**config.mk**
```make
export PLATFORM = sky130hd
export DESIGN_NAME = vga_timing_gen
export DESIGN_NICKNAME = d
export VERILOG_FILES = /design/src/rtl/vga_timing_gen.sv
export SDC_FILE = /design/constraint.sdc
export NUM_CORES = 1
export LEC_CHECK = 0
export BUFFER_PORTS_ARGS = -buffer_cell sky130_fd_sc_hd__buf_2
export CAP_MARGIN = 30
export CORE_ASPECT_RATIO = 0.5
export CORE_MARGIN = 4
export CORE_UTILIZATION = 33
export CTS_BUF_LIST = sky130_fd_sc_hd__clkbuf_2
export CTS_CLUSTER_DIAMETER = 200
export DETAILED_ROUTE_END_ITERATION = 10
export PLACE_DENSITY_LB_ADDON = 0.08
export SYNTH_ARGS = -nofsm -noshare
export SYNTH_HDL_FRONTEND = slang
export SYNTH_SLANG_ARGS = --single-unit
```
**constraint.sdc**
```tcl
create_clock -name clk -period 6.3 [get_ports clk]
set_clock_uncertainty 0.1 [all_clocks]
set_input_delay 1.575 -clock clk [delete_from_list [all_inputs] [get_ports clk]]
set_output_delay 1.575 -clock clk [all_outputs]
set_load 0.1 [all_outputs]
```
**src/rtl/vga_timing_gen.sv**
```systemverilog
// Parametrised VGA/DVI timing generator with pixel-tick enable, registered
// outputs and a look-ahead (pre_*) position running PREFETCH ticks ahead.
module vga_timing_gen #(
  parameter int unsigned H_ACTIVE = 1024,
  parameter int unsigned H_FP     = 24,
  parameter int unsigned H_SYNC   = 136,
  parameter int unsigned H_BP     = 160,
  parameter int unsigned V_ACTIVE = 768,
  parameter int unsigned V_FP     = 3,
  parameter int unsigned V_SYNC   = 6,
  parameter int unsigned V_BP     = 29,
  parameter bit          HS_POL   = 1'b0,
  parameter bit          VS_POL   = 1'b0,
  parameter int unsigned CW       = 12,
  parameter int unsigned PREFETCH = 2
) (
  input  logic          clk,
  input  logic          rst,
  input  logic          en,
  output logic          h_sync,
  output logic          v_sync,
  output logic          de,
  output logic [CW-1:0] x_pos,
  output logic [CW-1:0] y_pos,
  output logic          line_start,
  output logic          frame_start,
  output logic          pre_de,
  output logic [CW-1:0] pre_x,
  output logic [CW-1:0] pre_y
);

  localparam int unsigned H_TOTAL = H_ACTIVE + H_FP + H_SYNC + H_BP;
  localparam int unsigned V_TOTAL = V_ACTIVE + V_FP + V_SYNC + V_BP;

  localparam logic [CW-1:0] H_LAST   = CW'(H_TOTAL - 1);
  localparam logic [CW-1:0] V_LAST   = CW'(V_TOTAL - 1);
  localparam logic [CW-1:0] H_ACT    = CW'(H_ACTIVE);
  localparam logic [CW-1:0] V_ACT    = CW'(V_ACTIVE);
  localparam logic [CW-1:0] HS_START = CW'(H_ACTIVE + H_FP);
  localparam logic [CW-1:0] HS_END   = CW'(H_ACTIVE + H_FP + H_SYNC);
  localparam logic [CW-1:0] VS_START = CW'(V_ACTIVE + V_FP);
  localparam logic [CW-1:0] VS_END   = CW'(V_ACTIVE + V_FP + V_SYNC);
  // PREFETCH never exceeds the horizontal blanking, so the offset stays on line 0
  localparam logic [CW-1:0] PRE_H0   = CW'(PREFETCH);

  if ((2 ** CW) <= H_TOTAL || (2 ** CW) <= V_TOTAL) begin : g_cw_check
    $error("vga_timing_gen: CW too small for H_TOTAL/V_TOTAL");
  end
  if (PREFETCH > H_FP + H_SYNC + H_BP) begin : g_prefetch_check
    $error("vga_timing_gen: PREFETCH exceeds horizontal blanking");
  end

  function automatic logic [2*CW-1:0] advance(input logic [CW-1:0] h,
                                              input logic [CW-1:0] v);
    logic [CW-1:0] hn;
    logic [CW-1:0] vn;
    hn = h + 1'b1;
    vn = v;
    if (h == H_LAST) begin
      hn = '0;
      vn = (v == V_LAST) ? '0 : v + 1'b1;
    end
    return {hn, vn};
  endfunction

  logic [CW-1:0] h_q, v_q, h_d, v_d;
  logic [CW-1:0] ph_q, pv_q, ph_d, pv_d;

  logic          h_sync_q, v_sync_q, de_q, line_start_q, frame_start_q, pre_de_q;
  logic [CW-1:0] x_q, y_q, pre_x_q, pre_y_q;
  logic          h_sync_d, v_sync_d, de_d, line_start_d, frame_start_d, pre_de_d;
  logic [CW-1:0] x_d, y_d, pre_x_d, pre_y_d;

  always_comb begin
    {h_d, v_d}   = advance(h_q, v_q);
    {ph_d, pv_d} = advance(ph_q, pv_q);

    de_d          = (h_q < H_ACT) && (v_q < V_ACT);
    x_d           = de_d ? h_q : '0;
    y_d           = de_d ? v_q : '0;
    h_sync_d      = ((h_q >= HS_START) && (h_q < HS_END)) ? HS_POL : ~HS_POL;
    v_sync_d      = ((v_q >= VS_START) && (v_q < VS_END)) ? VS_POL : ~VS_POL;
    line_start_d  = (h_q == '0) && (v_q < V_ACT);
    frame_start_d = (h_q == '0) && (v_q == '0);

    pre_de_d      = (ph_q < H_ACT) && (pv_q < V_ACT);
    pre_x_d       = pre_de_d ? ph_q : '0;
    pre_y_d       = pre_de_d ? pv_q : '0;
  end

  always_ff @(posedge clk) begin
    if (rst) begin
      h_q           <= '0;
      v_q           <= '0;
      ph_q          <= PRE_H0;
      pv_q          <= '0;
      h_sync_q      <= ~HS_POL;
      v_sync_q      <= ~VS_POL;
      de_q          <= 1'b0;
      x_q           <= '0;
      y_q           <= '0;
      line_start_q  <= 1'b0;
      frame_start_q <= 1'b0;
      pre_de_q      <= 1'b0;
      pre_x_q       <= '0;
      pre_y_q       <= '0;
    end else if (en) begin
      h_q           <= h_d;
      v_q           <= v_d;
      ph_q          <= ph_d;
      pv_q          <= pv_d;
      h_sync_q      <= h_sync_d;
      v_sync_q      <= v_sync_d;
      de_q          <= de_d;
      x_q           <= x_d;
      y_q           <= y_d;
      line_start_q  <= line_start_d;
      frame_start_q <= frame_start_d;
      pre_de_q      <= pre_de_d;
      pre_x_q       <= pre_x_d;
      pre_y_q       <= pre_y_d;
    end
  end

  assign h_sync      = h_sync_q;
  assign v_sync      = v_sync_q;
  assign de          = de_q;
  assign x_pos       = x_q;
  assign y_pos       = y_q;
  assign line_start  = line_start_q;
  assign frame_start = frame_start_q;
  assign pre_de      = pre_de_q;
  assign pre_x       = pre_x_q;
  assign pre_y       = pre_y_q;

endmodule

```
==> results.ini, run 1 <==
[clocking]
insertion_delay_ps=600
cts.htree.levels=3
post_cts_buffers=0
cts_sinks=102
cts_resized=0
cts_root_buf=clkbuf_2
cts-hold-fix-buffers=0
clockBufferDepth=2
path_clk_slew_ps=290
cts_tree=done
cts_buffers=9

[placed_design]
globalplace.congestion=0.784
dp.cells=629
hpwl_um=6500
port-buffer-count=56
dpl_cell_area_um2=4510

[power]
p_sw_share_pct=28.3
p_leak_nw=1.77
p_int_uw=771
seq_power_share_pct=61.4
total_power_mw=1.08
clkPwrFrac_pct=32.5
powerDensity_nw_per_um2=232
power_frac_comb_pct=6.1
p_switching_uw=304
ir_worst_vdd_mv=0.0761

[timing]
rsz0062_at_grt=no
tightest_slew_ps=869
hold_slack_ps=378
hold_viol=0
relSlewSlack_pct=41.9
fin_crit_sh_pct=56.2
fin_setup_tns_ps=0
fin_crit_ps=3540
max_freq_mhz=282
slew_viol_final=0
finalSetupViolCount=0

[detailed_routing]
ant_nets=0
drtPass1Iterations=4
wl_um=9530
vias=3288
wire_per_inst_um=14.7
drtIter0Drc=225
drcViolationCount=0
routed_via_density=5.09

[critical_path]
startpoint=en
r2r_cells=4
cp.arrival_ps=3920
path_max_fanout=24
worstSetupEndpointType=register
r2r_end=v_q[2]$_SDFFE_PP0P_
cp.required_ps=6680
crit_end=v_q[2]$_SDFFE_PP0P_
cp-start-kind=input port
regToRegSetupSlack_ps=3180
timing.rr.start=h_q[8]$_SDFFE_PP0P_
path_class=in -> reg

[yosys]
synth-seq-cells=102
syn_nets=445
synth_top_area_cell=dfxtp_1
syn_inst=433
ys_top_cells_by_count=dfxtp_1 (102), a22o_1 (41), nor2_1 (33), a21oi_1 (27), clkbuf_1 (26)
ys_types=37
synth_most_common_cell=dfxtp_1
syn_area_per_cell_um2=9.47
syn_area_um2=4100
yosysWarnings=0
synth_ff_type=dfxtp_1
ys_seq_area_share_pct=49.8
yosysTopAreaCellShare_pct=49.8
synth_edf_count=0
postSynth.asyncResetShare_pct=0
synth.area.top_cells=dfxtp_1 (50%), a22o_1 (8.8%), a21oi_1 (3.3%), nor2_1 (3.0%), ha_1 (2.7%)

[job]
cap_viol_max_count=0

[outcome]
status=completed

[finish]
nFillCells=1260
fin_nets=487
areaGrowthSynthToFinish_pct=13.2
stdcell_area_um2=4640
layout-drive-gt1-share_pct=16.7
fin_cells=646

[floorplan]
die_x_um=166
core_area_um2=12000
rows=28
start_util_pct=34.2
die_y_um=86.8
io_pins=57
die-area_um2=14400

[global_route]
grt-ovfl-total=0
grt_pass1_vias=3052
grt_pass1_wl_um=15800
antenna_found_initial=1
grt_start_max_net_pins=36
track_usage_pct=13.5

[min_path]
worstHoldStart=line_start$_SDFFE_PP0P_
min_path_type=reg -> reg

[logic make-up after synthesis]
group	Yosys count	share of synthesized area, %
AND/OR/NAND/NOR	165	22.2
flip-flops	102	49.8
AO/OA/AOI/OAI	98	17.0
buffers and inverters	38	3.66
XOR/XNOR	20	4.27
adder cells (fa/ha/maj)	9	2.75
multiplexers	1	0.275
[power groups by stage]
stage	Clock, mW	Sequential (mW)	Combinational (mW)
global placement	0	0.671	0.0669
detailed placement	0	0.671	0.0671
finish	0.349	0.660	0.0658
global route	0.393	0.662	0.0720
CTS	0.365	0.660	0.0672
floorplan	0	0.696	0.0271
[worst min-delay path by stage]
stage	end	slack [ps]	cells past startpoint
6_report	line_start$_SDFFE_PP0P_	380	2
3_5_place_dp	pre_de$_SDFFE_PP0P_	340	1
4_1_cts	line_start$_SDFFE_PP0P_	380	2
3_3_place_gp	pre_de$_SDFFE_PP0P_	330	1
2_1_floorplan	v_q[11]$_SDFFE_PP0P_	350	2
5_1_grt	line_start$_SDFFE_PP0P_	400	2
[area by class of cell]
| type | count | area (um^2) | area share, % |
|---|---|---|---|
| flip-flops and latches | 102 | 2040 | 44.0 |
| multi-input cells | 293 | 1920 | 41.4 |
| repair buffers | 58 | 295 | 6.36 |
| well taps | 165 | 206 | 4.45 |
| clock inverters | 7 | 87.6 | 1.89 |
| clock buffers | 9 | 45.0 | 0.971 |
| inverters | 11 | 41.3 | 0.890 |
| diodes | 1 | 2.50 | 0.0539 |
[registers in the layout, indices dropped and copies added, names as in the netlist]
name and count:
h_sync 1, y_pos 12, pv_q 12, pre_de 1, v_q 12, pre_y 12
line_start 1, v_sync 1, de 1, ph_q 12, h_q 12, pre_x 12
frame_start 1, x_pos 12
[per-stage QoR]
stage               utilization (%)  setup slack (ps)
detailed placement             37.6              2100
global route                   38.7              2540
global placement               37.6              2200
floorplan                         -              2890
finish                         38.7              2760
CTS                            38.7              2800
[layout by cell type (no fill, tap or decap), drive strengths merged, types with 3 or more instances in the layout]
cell and instances:
buf 58, ha 9, dfxtp 102, xnor2 11
xor2 9, nand4 17, nor4 5, clkbuf 9
nor3 13, nand3b 3, and3 5, or4 14
a21oi 27, or3 7, inv 16, nor2b 3
a22o 41, o21ai 10, nor2 33, nand2b 3
o31ai 12, and4 4, and2 11, nand3 17
nand2 24
[routing by layer]
layer	share of wire, %	track usage, %	vias up
met2	43	20.7	61
li1	-	-	1680
met1	51	18.5	1536
met4	1.2	3.37	0
met3	4.4	4.33	11
met5	0	0	-
[worst max-delay path, stage by stage]
cell and delay (ps):
buf_2 270, and3_1 320, nand4_1 720, o21bai_1 950, a21oi_1 80
No activity file was read; power rests on OpenSTA's default activity.
==> run 2, diff against run 1 <==
==> constraint.sdc (replaced) <==
create_clock -name clk -period 3.5 [get_ports clk]
set_clock_uncertainty 0.1 [all_clocks]
set_input_delay 0.875 -clock clk [delete_from_list [all_inputs] [get_ports clk]]
set_output_delay 0.875 -clock clk [all_outputs]
set_load 0.1 [all_outputs]
==> results.ini, run 2 (synthesis gave the netlist of run 1 again) <==
[floorplan]
start_util_pct=34.2  ; unchanged
core_area_um2=12000  ; unchanged
die-area_um2=14400  ; unchanged
rows=28  ; unchanged
die_y_um=86.8  ; unchanged
die_x_um=166  ; unchanged
io_pins=57  ; unchanged

[finish]
seq_area_um2=2040  ; unchanged
stdcell_area_um2=4700  ; was 4640 um^2
final_cell_mix=dfxtp_1 (102), buf_2 (56), a22o_1 (41)  ; unchanged
layout-drive-gt1-share_pct=17.2  ; was 16.7%
fin_cells=648  ; was 646
nFillCells=1263  ; was 1,260
areaGrowthSynthToFinish_pct=14.7  ; was 13.2%
layout_commonest_cell=dfxtp_1  ; unchanged
fin_nets=491  ; was 487
num_antenna_cells=0  ; was 1
multi_input_area_um2=1920  ; unchanged
fin_util_pct=39.3  ; was 38.7%

[placed_design]
dpl_cell_area_um2=4550  ; was 4510 um^2
dp.cells=633  ; was 629
globalplace.congestion=0.793  ; was 0.784
hpwl_um=6550  ; was 6500 um
dp_worst_setup_slack_ps=546  ; was 2100 ps
port-buffer-count=56  ; unchanged

[critical_path]
worstSetupEndpointType=register  ; unchanged
cp-start-kind=register  ; was input port
path_class=reg -> reg  ; was in -> reg
crit_end=pv_q[11]$_SDFFE_PP0P_  ; was v_q[2]$_SDFFE_PP0P_
r2r_end=pv_q[11]$_SDFFE_PP0P_  ; was v_q[2]$_SDFFE_PP0P_
path_max_fanout=23  ; was 24
startpoint=ph_q[8]$_SDFFE_PP0P_  ; was en
cp.arrival_ps=2890  ; was 3920 ps
regToRegSetupSlack_ps=1040  ; was 3180 ps
r2r_cells=4  ; unchanged
timing.rr.start=ph_q[8]$_SDFFE_PP0P_  ; was h_q[8]$_SDFFE_PP0P_
cp.required_ps=3930  ; was 6680 ps

[timing]
relSlewSlack_pct=58.6  ; was 41.9%
fin_crit_sh_pct=70.3
finalSetupViolCount=0  ; unchanged
hold_viol=0  ; unchanged
fin_setup_tns_ps=0  ; unchanged
fin_crit_ps=2460
max_freq_mhz=406
hold_slack_ps=384  ; was 378 ps
rsz0062_at_grt=no  ; unchanged
slew_viol_final=0  ; unchanged
setup_ws_ps=1040  ; was 2760 ps
tightest_slew_ps=617  ; was 869 ps

[detailed_routing]
drtIter0Drc=119  ; was 225
drtPass1Iterations=4  ; unchanged
wl_um=9600  ; was 9530 um
routed_via_density=5.06  ; was 5.09
drcViolationCount=0  ; unchanged
vias=3277  ; was 3,288
ant_nets=0  ; unchanged
wire_per_inst_um=14.8  ; was 14.7 um

[global_route]
track_usage_pct=13.7  ; was 13.5%
grt_busiest_layer=met2  ; unchanged
grt-ovfl-total=0  ; unchanged
grt_start_max_net_pins=31  ; was 36
grt_pass1_vias=3122  ; was 3,052
grt_pass1_wl_um=16200  ; was 15,800 um
use_met1_pct=19.4  ; was 18.5%
antenna_found_initial=0  ; was 1
use_met2_pct=20.6  ; was 20.7%
grtUsageMet3_pct=3.96  ; was 4.33%

[power]
powerDensity_nw_per_um2=428  ; was 232 nW/um^2
p_leak_nw=1.81  ; was 1.77 nW
ir_worst_vdd_mv=0.175  ; was 0.0761 mV
total_power_mw=2.02  ; was 1.08 mW

[outcome]
status=completed  ; unchanged

[clocking]
cts_sinks=102  ; unchanged
path_clk_slew_ps=290  ; about the same
cts_buffers=9  ; unchanged
cts_resized=0  ; unchanged
insertion_delay_ps=580  ; was 600 ps
cts_root_buf=clkbuf_2  ; unchanged
cts.htree.levels=3  ; unchanged
cts_tree=done  ; unchanged
post_cts_buffers=0  ; unchanged
cts-hold-fix-buffers=0  ; unchanged
clockBufferDepth=2  ; unchanged

[job]
cap_viol_max_count=0  ; unchanged

[min_path]
min_path_type=reg -> reg  ; unchanged

## run 2: cell count changes in the layout (fill, tap and decap cells not counted), sizes merged
| cell | previous run | this run |
|---|---|---|
| buf | 58 | 62 |
| inv | 16 | 12 |
| bufinv | 1 | 3 |
| clkbuf | 9 | 10 |
| clkinv | 1 | 0 |
| clkinvlp | 0 | 1 |
| diode | 1 | 0 |
## run 2: worst min-delay path by stage
| stage | start | to | slack, ps | cells after the start |
|---|---|---|---|---|
| final | de$_SDFFE_PP0P_ | de$_SDFFE_PP0P_ | 380 | 1 |
| after global routing | line_start$_SDFFE_PP0P_ | line_start$_SDFFE_PP0P_ | 400 | 2 |
| after CTS | pre_x[11]$_SDFFE_PP0P_ | pre_x[11]$_SDFFE_PP0P_ | 390 | 1 |
| after detailed placement | y_pos[11]$_SDFFE_PP0P_ | y_pos[11]$_SDFFE_PP0P_ | 340 | 1 |
| after global placement | pre_de$_SDFFE_PP0P_ | pre_de$_SDFFE_PP0P_ | 330 | 1 |
| after floorplan | v_q[11]$_SDFFE_PP0P_ | v_q[11]$_SDFFE_PP0P_ | 350 | 2 |
## run 2: area by class of cell
cell class                 count  area share (%)
sequential                   102            43.4
multi-input combinational    293            40.8
timing repair buffer          62            7.18
tap                          165            4.39
clock inverter                 5            2.26
clock buffer                  10            1.06
inverter                      11           0.878
## run 2: layer usage
metal  vias up  part of all wire (%)
met5         -                     0
met4         0                  0.75
met3         5                   3.3
met2        40                    42
met1      1554                    54
li1       1678                     -
## run 2: critical path, stage by stage (launching register included)
cell and delay, ps:
dfxtp_1 490, or4b_4 510, or4_4 630, or4_1 540
a21oi_1 140
## run 2: power breakdown
group / switching, mW / total (mW) / internal [mW]
clock: 0.397 / 0.706 / 0.309
sequential: 0.00954 / 1.19 / 1.18
combinational: 0.0963 / 0.123 / 0.0267
==> run 3, diff against run 2 <==
--- a/config.mk
+++ b/config.mk
@@ -5,6 +5,7 @@
 export SDC_FILE = /design/constraint.sdc
 export NUM_CORES = 1
 export LEC_CHECK = 0
+export ABC_AREA = 1
 export BUFFER_PORTS_ARGS = -buffer_cell sky130_fd_sc_hd__buf_2
 export CAP_MARGIN = 30
 export CORE_ASPECT_RATIO = 0.5
==> constraint.sdc (replaced) <==
create_clock -name clk -period 2.4 [get_ports clk]
set_clock_uncertainty 0.1 [all_clocks]
set_input_delay 0.6 -clock clk [delete_from_list [all_inputs] [get_ports clk]]
set_output_delay 0.6 -clock clk [all_outputs]
set_load 0.1 [all_outputs]
==> results.ini, run 3 <==
[clocking]
cts.htree.levels=3  ; unchanged
cts-hold-fix-buffers=0  ; unchanged
cts_resized=0  ; unchanged
cts_root_buf=clkbuf_2  ; unchanged
path_clk_slew_ps=290  ; about the same
cts_tree=done  ; unchanged
cts_sinks=102  ; unchanged
insertion_delay_ps=570  ; was 580 ps
cts_buffers=9  ; unchanged
clockBufferDepth=2  ; unchanged
post_cts_buffers=0  ; unchanged

[yosys]
ys_types=33  ; was 37
yosysTopAreaCellShare_pct=45.5  ; was 49.8%
ys_top_cells_by_count=nand2_1 (226), dfxtp_1 (102), nor2_1 (92), nand3_1 (76), inv_1 (49)  ; was dfxtp_1 (102), a22o_1 (41), nor2_1 (33), a21oi_1 (27), clkbuf_1 (26)
synth_edf_count=0  ; unchanged
yosysWarnings=0  ; unchanged
synth-seq-cells=102  ; unchanged
synth.area.top_cells=dfxtp_1 (45%), nand2_1 (19%), nand3_1 (8.5%), nor2_1 (7.7%), inv_1 (4.1%)  ; was dfxtp_1 (50%), a22o_1 (8.8%), a21oi_1 (3.3%), nor2_1 (3.0%), ha_1 (2.7%)
syn_inst=653  ; was 433
synth_most_common_cell=nand2_1  ; was dfxtp_1
synth_ff_type=dfxtp_1  ; unchanged
synthSimpleGateAreaFrac_pct=40.0  ; was 22.2%
synth_compound_area_share_pct=3.68  ; was 17.0%
ys_seq_area_share_pct=45.5  ; was 49.8%
synthXorXnorAreaFrac_pct=0.975  ; was 4.27%
syn_nets=665  ; was 445
syn_area_um2=4490  ; was 4100 um^2
synth_top_family_by_area=simple AND/OR/NAND/NOR gates  ; unchanged
synth_fa_ha_area_share_pct=2.51  ; was 2.75%
synth_top_area_cell=dfxtp_1  ; unchanged
muxShareOfSynthArea_pct=0  ; was 0.275%
postSynth.asyncResetShare_pct=0  ; unchanged
syn_area_per_cell_um2=6.88  ; was 9.47 um^2

[timing]
tightest_slew_ps=498  ; was 617 ps
max_freq_mhz=472
rsz0062_at_grt=no  ; unchanged
slew_viol_final=0  ; unchanged
fin_crit_ps=2120
fin_crit_sh_pct=88.3
fin_setup_tns_ps=0  ; unchanged
finalSetupViolCount=0  ; unchanged
relSlewSlack_pct=67.1  ; was 58.6%
hold_viol=0  ; unchanged

[critical_path]
cp-start-kind=register  ; unchanged
path_buf_inv=1  ; was 0
path_cells=buf_2  ; was or4b_4, or4_4, or4_1, a21oi_1
path_max_fanout=2  ; was 23
path_class=reg -> out  ; was reg -> reg
timing.rr.start=h_q[0]$_SDFFE_PP0P_  ; was ph_q[8]$_SDFFE_PP0P_
cp.arrival_ps=1420  ; was 2890 ps
cpPeakStageDelay_ps=430  ; was 630 ps
crit_end=x_pos[10]  ; was pv_q[11]$_SDFFE_PP0P_
r2r_end=h_q[10]$_SDFFE_PP0P_  ; was pv_q[11]$_SDFFE_PP0P_
r2r_cells=9  ; was 4
cp.depth=1  ; was 4
startpoint=x_pos[10]$_SDFFE_PP0P_  ; was ph_q[8]$_SDFFE_PP0P_
crit_family=buffers and inverters  ; was simple AND/OR/NAND/NOR gates
worstSetupEndpointType=output port  ; was register
cp.required_ps=1700  ; was 3930 ps
cpMaxStageDelayCell=buf_2  ; was or4_4
regToRegSetupSlack_ps=700  ; was 1040 ps

[global_route]
grt_pass1_wl_um=19000  ; was 16,200 um
grt_pass1_vias=4004  ; was 3,122
grt-ovfl-total=0  ; unchanged
antenna_found_initial=0  ; unchanged
track_usage_pct=14.3  ; was 13.7%
grt_start_max_net_pins=31  ; unchanged

[finish]
layout-drive-gt1-share_pct=14.5  ; was 17.2%
fin_cells=887  ; was 648
layout_commonest_cell=nand2_1  ; was dfxtp_1
areaGrowthSynthToFinish_pct=15.2  ; was 14.7%
final_cell_mix=nand2_1 (226), dfxtp_1 (102), nor2_1 (91)  ; was dfxtp_1 (102), buf_2 (56), a22o_1 (41)
num_antenna_cells=0  ; unchanged
fin_nets=724  ; was 491

[placed_design]
port-buffer-count=56  ; unchanged
globalplace.congestion=0.802  ; was 0.793
hpwl_um=7820  ; was 6550 um
dp.cells=871  ; was 633

[power]
ir_worst_vdd_mv=0.241  ; was 0.175 mV
p_leak_nw=2.46  ; was 1.81 nW
powerDensity_nw_per_um2=580  ; was 428 nW/um^2

[floorplan]
die-area_um2=15700  ; was 14,400 um^2
die_x_um=173  ; was 166 um
rows=29  ; was 28
start_util_pct=34.6  ; was 34.2%
die_y_um=90.5  ; was 86.8 um
io_pins=57  ; unchanged
core_area_um2=13000  ; was 12,000 um^2

[detailed_routing]
drcViolationCount=0  ; unchanged
vias=4067  ; was 3,277
routed_via_density=4.59  ; was 5.06
wl_um=10800  ; was 9600 um
drtIter0Drc=144  ; was 119
ant_nets=0  ; unchanged
drtPass1Iterations=4  ; unchanged
wire_per_inst_um=12.1  ; was 14.8 um

[job]
cap_viol_max_count=0  ; unchanged

[outcome]
status=completed  ; unchanged

[min_path]
min_path_type=in -> reg  ; was reg -> reg
hold_depth=2  ; was 1

## run 3: cell count changes in the layout (fill, tap and decap cells not counted), sizes merged, moves of 14 or more
cell / previous run / this run
nand3: 17 / 77
a22o: 41 / 0
nor2: 33 / 97
or4: 14 / 0
nand2: 24 / 228
inv: 12 / 58
## run 3: kinds of logic (layout without fill, tap and decap cells)
kind of cell,Yosys count,count (layout)
compound gates,31,31
fa+ha+maj,9,9
flops,102,102
simple gates,426,426
buf+inv,80,144
xor+xnor,5,5
## run 3: routing by layer
| metal | GRT usage [%] | vias to the layer above | share of wire (%) |
|---|---|---|---|
| li1 | - | 2175 | - |
| met1 | 18.2 | 1843 | 51 |
| met2 | 24.1 | 40 | 45 |
| met3 | 4.18 | 9 | 3.2 |
| met4 | 3.45 | 0 | 0.85 |
| met5 | 0 | - | 0 |
## run 3: worst reg2reg max path, stage by stage (launching register included)
cell and delay [ps]:
dfxtp_1 440, ha_1 220, nand2_2 110, nor2_8 130, nand2_2 90, nor2_4 130, buf_12 160, nor2_1 90
o21ai_0 100, nor2_1 60
## run 3: worst min path at each step
stage | startpoint | end
after floorplan | h_q[4]$_SDFFE_PP0P_ | x_pos[4]$_SDFFE_PP0P_
after global placement | pre_y[10]$_SDFFE_PP0P_ | pre_y[10]$_SDFFE_PP0P_
after detailed placement | pre_x[11]$_SDFFE_PP0P_ | pre_x[11]$_SDFFE_PP0P_
after CTS | rst | pv_q[6]$_SDFFE_PP0P_
after global routing | rst | pv_q[6]$_SDFFE_PP0P_
final | rst | pv_q[6]$_SDFFE_PP0P_
## run 3: power breakdown
part	switching, mW	leakage [nW]	internal (mW)	total (mW)
registers	0.0124	0.824	1.72	1.73
logic	0.172	1.54	0.0457	0.217
clock network	0.600	0.0945	0.455	1.06
total	0.784	2.46	2.22	3.00
## run 3: area by class of cell
| type | instances | area (um^2) |
|---|---|---|
| fill | 1397 | 7820 |
| inverter | 58 | 220 |
| multi-input combinational | 471 | 2120 |
| clock buffer | 9 | 45.0 |
| clock inverter | 7 | 120 |
| tap | 170 | 213 |
| sequential | 102 | 2040 |
| timing repair buffer | 70 | 410 |
## run 3: metrics by stage
stage	hold WS (ps)	power [mW]	worst slack (ps)	utilization, %	cell area [um^2]
after global routing	109	3.15	124	39.8	5170
final	182	3.00	281	39.8	5170
after global placement	324	1.98	482	38.6	5010
after detailed placement	328	1.98	447	38.6	5010
after CTS	105	3.07	202	39.8	5170
after floorplan	368	1.92	705	-	4490
